File: src/rtl/stream_mux_rr.sv
// ============================================================================
// Module   : stream_mux_rr
// Brief    : N-to-1 registered stream multiplexer with packet-locked grant.
//            Arbitration is round-robin (MODE 0) or fixed priority with the
//            lowest index winning (MODE 1). Once a beat without last is
//            accepted, the grant stays on that channel until its last beat.
//            Optional macro LOCK_TIMEOUT_EN adds lock_err and an idle counter
//            that releases a stalled lock after TIMEOUT empty cycles.
// Revision : 1.0 - initial release
// ============================================================================
`default_nettype none

module stream_mux_rr #(
   parameter int N       = 4,
   parameter int W       = 8,
   parameter int MODE    = 0,
   parameter int TIMEOUT = 16
) (
   input  logic                                 clk,
   input  logic                                 rst_n,
   input  logic [N-1:0]                         in_valid,
   input  logic [N*W-1:0]                       in_data,
   input  logic [N-1:0]                         in_last,
   output logic [N-1:0]                         in_ready,
   output logic                                 out_valid,
   output logic [W-1:0]                         out_data,
   output logic                                 out_last,
   output logic [((N > 1) ? $clog2(N) : 1)-1:0] out_sel,
   input  logic                                 out_ready
`ifdef LOCK_TIMEOUT_EN
   ,
   output logic                                 lock_err
`endif
);

   localparam int c_SW = (N > 1) ? $clog2(N) : 1;

   typedef enum logic [0:0] {
      S_IDLE   = 1'b0,
      S_LOCKED = 1'b1
   } state_t;

   state_t          r_state;
   logic [c_SW-1:0] r_lock_ch;
   logic [c_SW-1:0] r_ptr;

   logic [c_SW-1:0] w_arb;
   logic            w_found;
   logic [c_SW-1:0] w_grant;
   logic            w_load;
   logic            w_xfer;
   logic [W-1:0]    w_sel_data;
   logic            w_sel_last;
   logic            w_lock_vld;

`ifdef LOCK_TIMEOUT_EN
   localparam int c_CW = $clog2(TIMEOUT + 1);
   logic [c_CW-1:0] r_idle_cnt;
`endif

   // Arbitration winner among asserted valids while no packet is locked.
   always_comb begin
      w_arb   = '0;
      w_found = 1'b0;
      if (MODE == 0) begin
         // Search starts one past the last packet owner and wraps around.
         for (int k = 1; k <= N; k++) begin
            if (!w_found && in_valid[(int'(r_ptr) + k) % N]) begin
               w_found = 1'b1;
               w_arb   = c_SW'((int'(r_ptr) + k) % N);
            end
         end
      end else begin
         // Descending scan so the lowest asserted index is the final winner.
         for (int i = N - 1; i >= 0; i--) begin
            if (in_valid[i]) begin
               w_found = 1'b1;
               w_arb   = c_SW'(i);
            end
         end
      end
   end

   assign w_grant = (r_state == S_LOCKED) ? r_lock_ch : w_arb;
   assign w_load  = !out_valid || out_ready;

   // Ready is offered only to the granted channel; a locked channel sees it
   // even while it is momentarily not valid.
   generate
      for (genvar gi = 0; gi < N; gi++) begin : g_ready
         assign in_ready[gi] = w_load && (w_grant == c_SW'(gi)) &&
                               ((r_state == S_LOCKED) || in_valid[gi]);
      end
   endgenerate

   assign w_xfer = |(in_valid & in_ready);

   // Data/last of the granted channel and valid of the locked channel.
   always_comb begin
      w_sel_data = '0;
      w_sel_last = 1'b0;
      w_lock_vld = 1'b0;
      for (int i = 0; i < N; i++) begin
         if (w_grant == c_SW'(i)) begin
            w_sel_data = in_data[i*W +: W];
            w_sel_last = in_last[i];
         end
         if (r_lock_ch == c_SW'(i)) begin
            w_lock_vld = in_valid[i];
         end
      end
   end

   // Output register stage plus packet-lock state machine.
   always_ff @(posedge clk or negedge rst_n) begin
      if (!rst_n) begin
         out_valid  <= 1'b0;
         out_data   <= '0;
         out_last   <= 1'b0;
         out_sel    <= '0;
         r_state    <= S_IDLE;
         r_lock_ch  <= '0;
         r_ptr      <= c_SW'(N - 1);
`ifdef LOCK_TIMEOUT_EN
         r_idle_cnt <= '0;
         lock_err   <= 1'b0;
`endif
      end else begin
         if (w_load) begin
            out_valid <= w_xfer;
            if (w_xfer) begin
               out_data <= w_sel_data;
               out_last <= w_sel_last;
               out_sel  <= w_grant;
            end
         end
`ifdef LOCK_TIMEOUT_EN
         lock_err <= 1'b0;
`endif
         case (r_state)
            S_IDLE: begin
`ifdef LOCK_TIMEOUT_EN
               r_idle_cnt <= '0;
`endif
               if (w_xfer) begin
                  if (w_sel_last) begin
                     r_ptr <= w_grant;
                  end else begin
                     r_state   <= S_LOCKED;
                     r_lock_ch <= w_grant;
                  end
               end
            end
            S_LOCKED: begin
               if (w_xfer && w_sel_last) begin
                  r_state <= S_IDLE;
                  r_ptr   <= w_grant;
               end
`ifdef LOCK_TIMEOUT_EN
               if (w_xfer) begin
                  r_idle_cnt <= '0;
               end else if (!w_lock_vld) begin
                  if (r_idle_cnt == c_CW'(TIMEOUT - 1)) begin
                     // Producer abandoned the packet: release the lock and
                     // move the pointer so another channel goes first.
                     r_idle_cnt <= '0;
                     r_state    <= S_IDLE;
                     r_ptr      <= r_lock_ch;
                     lock_err   <= 1'b1;
                  end else begin
                     r_idle_cnt <= r_idle_cnt + c_CW'(1);
                  end
               end
`else
               if (w_lock_vld) begin
                  r_lock_ch <= r_lock_ch;
               end
`endif
            end
            default: r_state <= S_IDLE;
         endcase
      end
   end

endmodule

`default_nettype wire

File: config.mk
export PLATFORM = sky130hd
export DESIGN_NAME = stream_mux_rr
export DESIGN_NICKNAME = d
export VERILOG_FILES = /design/src/rtl/stream_mux_rr.sv
export SDC_FILE = /design/constraint.sdc
export NUM_CORES = 1
export LEC_CHECK = 0
export CAP_MARGIN = 10
export CELL_PAD_IN_SITES_DETAIL_PLACEMENT = 2
export CELL_PAD_IN_SITES_GLOBAL_PLACEMENT = 2
export CORE_ASPECT_RATIO = 2
export CORE_UTILIZATION = 28
export CTS_BUF_LIST = sky130_fd_sc_hd__clkbuf_4 sky130_fd_sc_hd__clkbuf_8 sky130_fd_sc_hd__clkbuf_16
export DETAILED_ROUTE_END_ITERATION = 7
export GPL_TIMING_DRIVEN = 0
export PLACE_DENSITY_LB_ADDON = 0.1
export SYNTH_ARGS = -nofsm -noshare
export SYNTH_HDL_FRONTEND = slang
export SYNTH_SLANG_ARGS = --single-unit
File: constraint.sdc
create_clock -name clk -period 4.51 [get_ports clk]
set_input_delay 0.451 -clock clk [delete_from_list [all_inputs] [get_ports clk]]
set_output_delay 0.451 -clock clk [all_outputs]
set_load 0.02 [all_outputs]
==> results.tsv, run 1 <==
stage	metric	value	unit
synth	xor and xnor area share after synthesis	0	%
critical_path	critical path's largest stage delay	0.69	ns
critical_path	Crit Path Category	in -> out	
placed_design	detailed placement HPWL	4.05	mm
final_layout	layout cell share with drive strength beyond 1	15.7	%
synth	YS warnings	0	
drt	vias per std cell	5.43	
clocking	Worst-Skew Late Latency	0.25	ns
drt	top sig layer	met4	
run	maxcap violations	0	
synth	adder-cell share of the synthesized area	0	%
clocking	CTS clock-pin slew for the worst setup and hold paths	0.07	ns
die	boundary pin count	59	
critical_path	CP arrival	3.37	ns
pwr	internal power	0.920	mW
clocking	CTS Buffer Depth	2	
clocking	CTS Buf Count	3	
clocking	Hold Buf Count CTS	0	
drt	DR pass1 iterations	4	
final_layout	area grow syn2layout	47.4	%
clocking	Post-CTS Setup Bufs	0	
timing	Setup Skew	0.000677	ns
critical_path	critical path cell sequence	clkdlybuf4s50_1, buf_6, a21bo_1, a32oi_1, o221ai_1, buf_4, buf_2, a2111oi_0, clkdlybuf4s50_1	
clocking	H-Tree Depth	1	
synth	Synth Register Bits	17	
pwr	Cell Pwr Density	784	nW/µm²
synth	Synth Area in Compound Gates	21.2	%
timing	Final Cycle Share	84.6	%
die	core area	4950	µm²
placed_design	Placed Cells	251	
critical_path	CP Data Required Time	4.06	ns
drt	routed len/inst	19.3	µm
pwr	leakage power figure	0.914	nW
critical_path	CP Launch Type	input pin	
drt	DRT iter0 DRCs	7	
drt	DRT met1 WL	1.61	mm
die	DIE WIDTH	53.0	µm
pwr	Reg power frac	17.5	%
synth	Avg Inst Size Synth	10.6	µm²
timing	Worst Tran Pin Value	0.796	ns
synth	FFs w/ async S/R, synth	100	%
pwr	NetSw	0.764	mW
timing	setup TNS	0	ns
pwr	clock share of power	7.3	%
synth	commonest register cell after synthesis	dfrtp_1	
timing	Rel. slew slack	46.7	%
critical_path	Crit path top cell by count	clkdlybuf4s50_1	
timing	final-report hold violation count	0	
pwr	switching part of the total	45.4	%
drt	WL final	4.91	mm
clocking	CTS root buf	clkbuf_8	
synth	largest family of logic cells by synthesized area	multiplexers	
placed_design	Area after DPL	2100	µm²
placed_design	Post-Place Worst Slack	0.713	ns
final_layout	commonest non-fill, non-tap cell in the layout	clkdlybuf4s50_1	
synth	EDFF count, synth	0	
critical_path	Worst path slowest cell	clkdlybuf4s50_1	
final_layout	Ant. Diodes	0	
synth	sequential-to-total area share from yosys stat	29.4	%
clocking	post_cts resized	0	
global_routing	GRT Overall Usage	19.0	%
min_path	Tightest Hold Check Type	reg -> reg	
pwr	peak supply drop	0.000307	V
critical_path	CP Max Fanout	10	
synth	total nets after synthesis	180	
synth	Mapped Area	1460	µm²
timing	setup ws final	0.693	ns
final_layout	post-route cell area	2150	µm²
timing	RSZ-0062 raised after global routing	no	
drt	Vias	1385	
drt	met3 WL post-DR	204	µm
die	Die Ht	104	µm
final_layout	fin cells	255	
timing	Final setup viols	0	
global_routing	global route overflow	0	
pwr	Gate power share	75.2	%
timing	fin crit period	3.82	ns
global_routing	pin count of the biggest net entering global routing	18	
die	Die Area	5510	µm²
global_routing	global-route wire length before repair	7.82	mm
synth	library cells used by synthesis	45	
timing	fmax	262	MHz
placed_design	Final Wtd Congestion	0.764	
timing	max-slew violation count	0	
final_layout	most frequent cells in the layout	clkdlybuf4s50_1 (57), mux2i_1 (27), dfrtp_1 (15)	
critical_path	Worst Setup End Kind	output pin	
placed_design	IO Port Bufs	57	
die	Initial Util	29.4	%
status	outcome	complete, no violations	
synth	simple-gate area share of the yosys netlist	12.9	%
drt	# DRC	0	
synth	post-synthesis mux area share	29.1	%
global_routing	initial antenna violation count	0	
die	Cell Rows	36	
drt	post-route ant nets	0	
synth	Mapped Cells	137	
global_routing	number of global-route vias before repair	1649	
final_layout	post-layout net count	242	
drt	routed wl met2	2.89	mm
clocking	# clock sinks	17	
clocking	CTS tree	yes	
==> through the flow <==
step	power (mW)	hold WS [ns]	util, %
after floorplan	1.17	0.155	-
after global placement	1.53	0.474	42.3
after detailed placement	1.58	0.479	42.3
after CTS	1.71	0.494	43.3
after global routing	1.79	0.525	43.3
final	1.68	0.488	43.3
==> power groups by stage <==
stage / combinational, mW / sequential, mW / clock (mW)
2_1_floorplan: 0.817 / 0.352 / 0
3_3_place_gp: 1.24 / 0.290 / 0
4_1_cts: 1.29 / 0.297 / 0.125
5_1_grt: 1.35 / 0.304 / 0.131
6_report: 1.27 / 0.295 / 0.122
3_5_place_dp: 1.28 / 0.297 / 0
==> logic make-up after synthesis <==
family	count (synthesis)
buffers and inverters	18
AO/OA/AOI/OAI	31
AND/OR/NAND/NOR	33
flip-flops	17
multiplexers	38
==> registers in the layout, indices dropped and copies added (netlist names), named ones only <==
| signal | cells |
|---|---|
| out_sel | 2 |
| out_data | 8 |
| r_ptr | 2 |
| out_last | 1 |
| r_lock_ch | 2 |
| out_valid | 1 |
==> cell usage after synthesis, drive strengths merged (2+ instances only) <==
cell type / instances / share of area [%]
mux2i: 27 / 19
dfrtp: 15 / 26
mux2: 11 / 11
buf: 8 / 4.6
inv: 8 / 2.1
nand2: 8 / 2.1
nor2: 7 / 1.8
nand2b: 5 / 2.1
o21ai: 5 / 1.7
o22ai: 4 / 2.7
a31oi: 3 / 1.7
o21a: 3 / 1.5
a21bo: 2 / 1.4
and3: 2 / 0.86
and4: 2 / 1.2
clkbuf: 2 / 0.77
dfstp: 2 / 3.6
nand3: 2 / 0.69
nor4: 2 / 0.86
o221ai: 2 / 2.4
==> worst paths after layout <==
check | start | to | slack, ns | cells after the start
setup / recovery | in_valid[1] | in_ready[1] | 0.69 | 9
hold / removal | out_data[7]$_DFFE_PN0P_ | out_data[7]$_DFFE_PN0P_ | 0.49 | 1
setup reg to reg | r_ptr[1]$_DFFE_PN1P_ | r_lock_ch[1]$_DFFE_PN0P_ | 1.91 | 8
hold reg to reg | out_data[7]$_DFFE_PN0P_ | out_data[7]$_DFFE_PN0P_ | 0.49 | 1
max in group asynchronous | rst_n | out_sel[0]$_DFFE_PN0P_ | 3.36 | 1
min in group asynchronous | rst_n | out_data[0]$_DFFE_PN0P_ | 0.66 | 1
==> area by class of cell <==
| cell class | instances | area, µm² |
|---|---|---|
| tap | 57 | 71.3 |
| fill | 551 | 2810 |
| inverter | 8 | 30.0 |
| sequential | 17 | 428 |
| buffer | 10 | 77.6 |
| timing repair buffer | 57 | 571 |
| multi-input combinational | 102 | 921 |
| clock buffer | 4 | 48.8 |
==> per-layer routing <==
layer,up-vias,track usage [%]
li1,631,-
met2,57,37.3
met5,-,0
met3,15,2.49
met1,682,17.4
met4,0,8.83
==> worst max-delay path, delay by kind of cell <==
kind | cells | cell delay, ns
compound gates | 4 | 1.10
buf+inv | 5 | 1.81
No activity file was read; power rests on OpenSTA's default activity.
==> run 2: changes to the inputs <==
--- a/config.mk
+++ b/config.mk
@@ -9,7 +9,7 @@
 export CELL_PAD_IN_SITES_DETAIL_PLACEMENT = 2
 export CELL_PAD_IN_SITES_GLOBAL_PLACEMENT = 2
 export CORE_ASPECT_RATIO = 2
-export CORE_UTILIZATION = 28
+export CORE_UTILIZATION = 26
 export CTS_BUF_LIST = sky130_fd_sc_hd__clkbuf_4 sky130_fd_sc_hd__clkbuf_8 sky130_fd_sc_hd__clkbuf_16
 export DETAILED_ROUTE_END_ITERATION = 7
 export GPL_TIMING_DRIVEN = 0
==> constraint.sdc (replaced) <==
create_clock -name clk -period 3.6 [get_ports clk]
set_input_delay 0.36 -clock clk [delete_from_list [all_inputs] [get_ports clk]]
set_output_delay 0.36 -clock clk [all_outputs]
set_load 0.02 [all_outputs]
==> run 2 against run 1 <==
  * Via count down 2.7%
  * Clock skew up 0.0021 ns
  * Clock power up 26%
  * Wire length down 0.18%
  * Critical path type unchanged
  * Largest cell class unchanged
==> results.tsv, run 2 (synthesis results as in run 1) <==
stage	metric	value	unit	change
pwr	Power, Total	2.09	mW	+24%
die	DIE WIDTH	54.9	µm	+3.6%
timing	fmax	292	MHz	
final_layout	commonest non-fill, non-tap cell in the layout	clkdlybuf4s50_1		
pwr	Cell Pwr Density	971	nW/µm²	+24%
global_routing	global-route wire length before repair	7.66	mm	-2.1%
timing	RSZ-0062 raised after global routing	no		
final_layout	layout cell share with drive strength beyond 1	15.7	%	unchanged
drt	vias per std cell	5.22		-3.9%
clocking	CTS tree	yes		
run	maxcap violations	0		unchanged
pwr	Gate power share	75.2	%	about the same
clocking	# clock sinks	17		unchanged
global_routing	GRT Overall Usage	18.3	%	-0.71 points
final_layout	post-layout net count	242		unchanged
die	Die Ht	108	µm	+3.7%
global_routing	global route overflow	0		unchanged
placed_design	Final Wtd Congestion	0.690		-9.6%
drt	Vias	1347		-2.7%
critical_path	CP Launch Type	input pin		
critical_path	Crit Path Category	in -> out		
critical_path	CP arrival	3.07	ns	-0.30 ns
clocking	CTS Buffer Depth	2		unchanged
pwr	switching part of the total	44.9	%	-0.43 points
drt	routed len/inst	19.0	µm	-1.3%
status	outcome	complete, no violations		
pwr	internal power	1.15	mW	+25%
timing	Fin Hold WS	0.489	ns	+0.00156 ns
clocking	CTS Buf Count	3		unchanged
die	core area	5420	µm²	+9.4%
timing	Setup Skew	0.00273	ns	+0.00205 ns
final_layout	Ant. Diodes	0		unchanged
drt	DRT met1 WL	1.70	mm	+5.8%
die	Initial Util	26.9	%	-2.5 points
pwr	clock share of power	7.4	%	about the same
min_path	Tightest Hold Check Type	reg -> reg		
drt	routed wl met2	2.96	mm	+2.5%
placed_design	detailed placement HPWL	3.93	mm	-2.9%
final_layout	area grow syn2layout	47.9	%	
final_layout	post-route cell area	2150	µm²	+0.35%
timing	Worst Tran Pin Value	0.816	ns	+0.0194 ns
pwr	leakage power figure	0.930	nW	+1.7%
clocking	CTS root buf	clkbuf_8		
final_layout	most frequent cells in the layout	clkdlybuf4s50_1 (56), mux2i_1 (27), dfrtp_1 (15)		
critical_path	Worst Setup End Kind	output pin		
drt	# DRC	0		unchanged
placed_design	Placed Cells	254		+1.2%
pwr	peak supply drop	0.000505	V	+65%
final_layout	max FFs per register	8		unchanged
timing	max-slew violation count	0		unchanged
critical_path	CP Data Required Time	3.24	ns	-0.82 ns
placed_design	IO Port Bufs	57		unchanged
die	Die Area	5920	µm²	+7.5%
global_routing	pin count of the biggest net entering global routing	18		unchanged
die	Cell Rows	38		+5.6%
global_routing	number of global-route vias before repair	1604		-2.7%
pwr	Reg power frac	17.5	%	about the same
clocking	Worst-Skew Late Latency	0.25	ns	about the same
critical_path	CP Max Fanout	10		unchanged
pwr	NetSw	0.941	mW	+23%
drt	DRT iter0 DRCs	23		+16
drt	top sig layer	met4		
die	boundary pin count	59		unchanged
timing	final-report hold violation count	0		unchanged
drt	met3 WL post-DR	178	µm	-13%
drt	WL final	4.90	mm	-0.18%
timing	Rel. slew slack	45.5	%	-1.3 points
final_layout	most flop-heavy register	out_data		
placed_design	Area after DPL	2100	µm²	+0.18%
final_layout	fin cells	258		+1.2%
timing	fin crit period	3.43	ns	
clocking	CTS clock-pin slew for the worst setup and hold paths	0.07	ns	about the same
drt	post-route ant nets	0		unchanged
drt	DR pass1 iterations	4		unchanged
timing	Final setup viols	0		unchanged
global_routing	initial antenna violation count	0		unchanged
clocking	H-Tree Depth	1		unchanged
timing	Final Cycle Share	95.2	%	
-- run 2: changes by cell type in the layout (fill, tap and decap cells not counted), sizes merged --
cell / previous run / this run
dlymetal6s2s: 0 / 1
clkdlybuf4s50: 57 / 56
-- run 2: per-stage QoR --
stage / setup WS (ns) / util (%) / setup TNS [ns]
CTS: 0.0143 / 39.7 / 0
global route: 0.0396 / 39.8 / 0
finish: 0.172 / 39.8 / 0
global placement: 0.0121 / 38.8 / 0
detailed placement: -0.0377 / 38.8 / -0.0377
floorplan: 0.647 / - / 0
-- run 2: repair_timing --
action                                  4_1_cts  5_1_grt
hold buffers                                  0        0
endpoints found under the setup margin        1        1
endpoints found under the hold margin         0        0
buffers inserted                              0        0
cloned                                        0        0
gates resized for setup                       1        1
-- run 2: critical path, cell delays in order --
cell and delay (ns):
clkdlybuf4s50_1 0.49, buf_6 0.15, a21bo_1 0.20, a32oi_1 0.21
o221ai_1 0.18, buf_4 0.24, buf_2 0.23, nor4_1 0.34
clkdlybuf4s50_1 0.66
-- run 2: path summary, 6_finish.rpt --
kind / start / to / slack, ns / cells past startpoint
setup / recovery: in_valid[1] / in_ready[3] / 0.17 / 9
hold / removal: out_data[7]$_DFFE_PN0P_ / out_data[7]$_DFFE_PN0P_ / 0.49 / 1
setup reg to reg: r_ptr[0]$_DFFE_PN1P_ / out_data[0]$_DFFE_PN0P_ / 1.04 / 8
hold reg to reg: out_data[7]$_DFFE_PN0P_ / out_data[7]$_DFFE_PN0P_ / 0.49 / 1
max in group asynchronous: rst_n / out_sel[1]$_DFFE_PN0P_ / 2.52 / 1
min in group asynchronous: rst_n / out_data[2]$_DFFE_PN0P_ / 0.57 / 1
-- run 2: layout make-up --
type / count / area, µm²
sequential: 17 / 428
multi-input combinational: 102 / 922
inverter: 8 / 30.0
clock buffer: 4 / 48.8
tap: 60 / 75.1
fill: 608 / 3270
buffer: 10 / 77.6
timing repair buffer: 57 / 573
-- run 2: power groups by stage --
stage | sequential [mW] | combinational [mW] | clock (mW)
floorplan | 0.441 | 1.02 | 0
global placement | 0.363 | 1.55 | 0
detailed placement | 0.368 | 1.60 | 0
CTS | 0.368 | 1.61 | 0.159
global route | 0.379 | 1.69 | 0.167
finish | 0.365 | 1.57 | 0.154
-- run 2: per-layer routing --
layer	global-route usage, %	up-vias
met5	0	-
met4	5.89	0
met3	2.54	4
met2	36.9	41
met1	16.8	671
li1	-	631
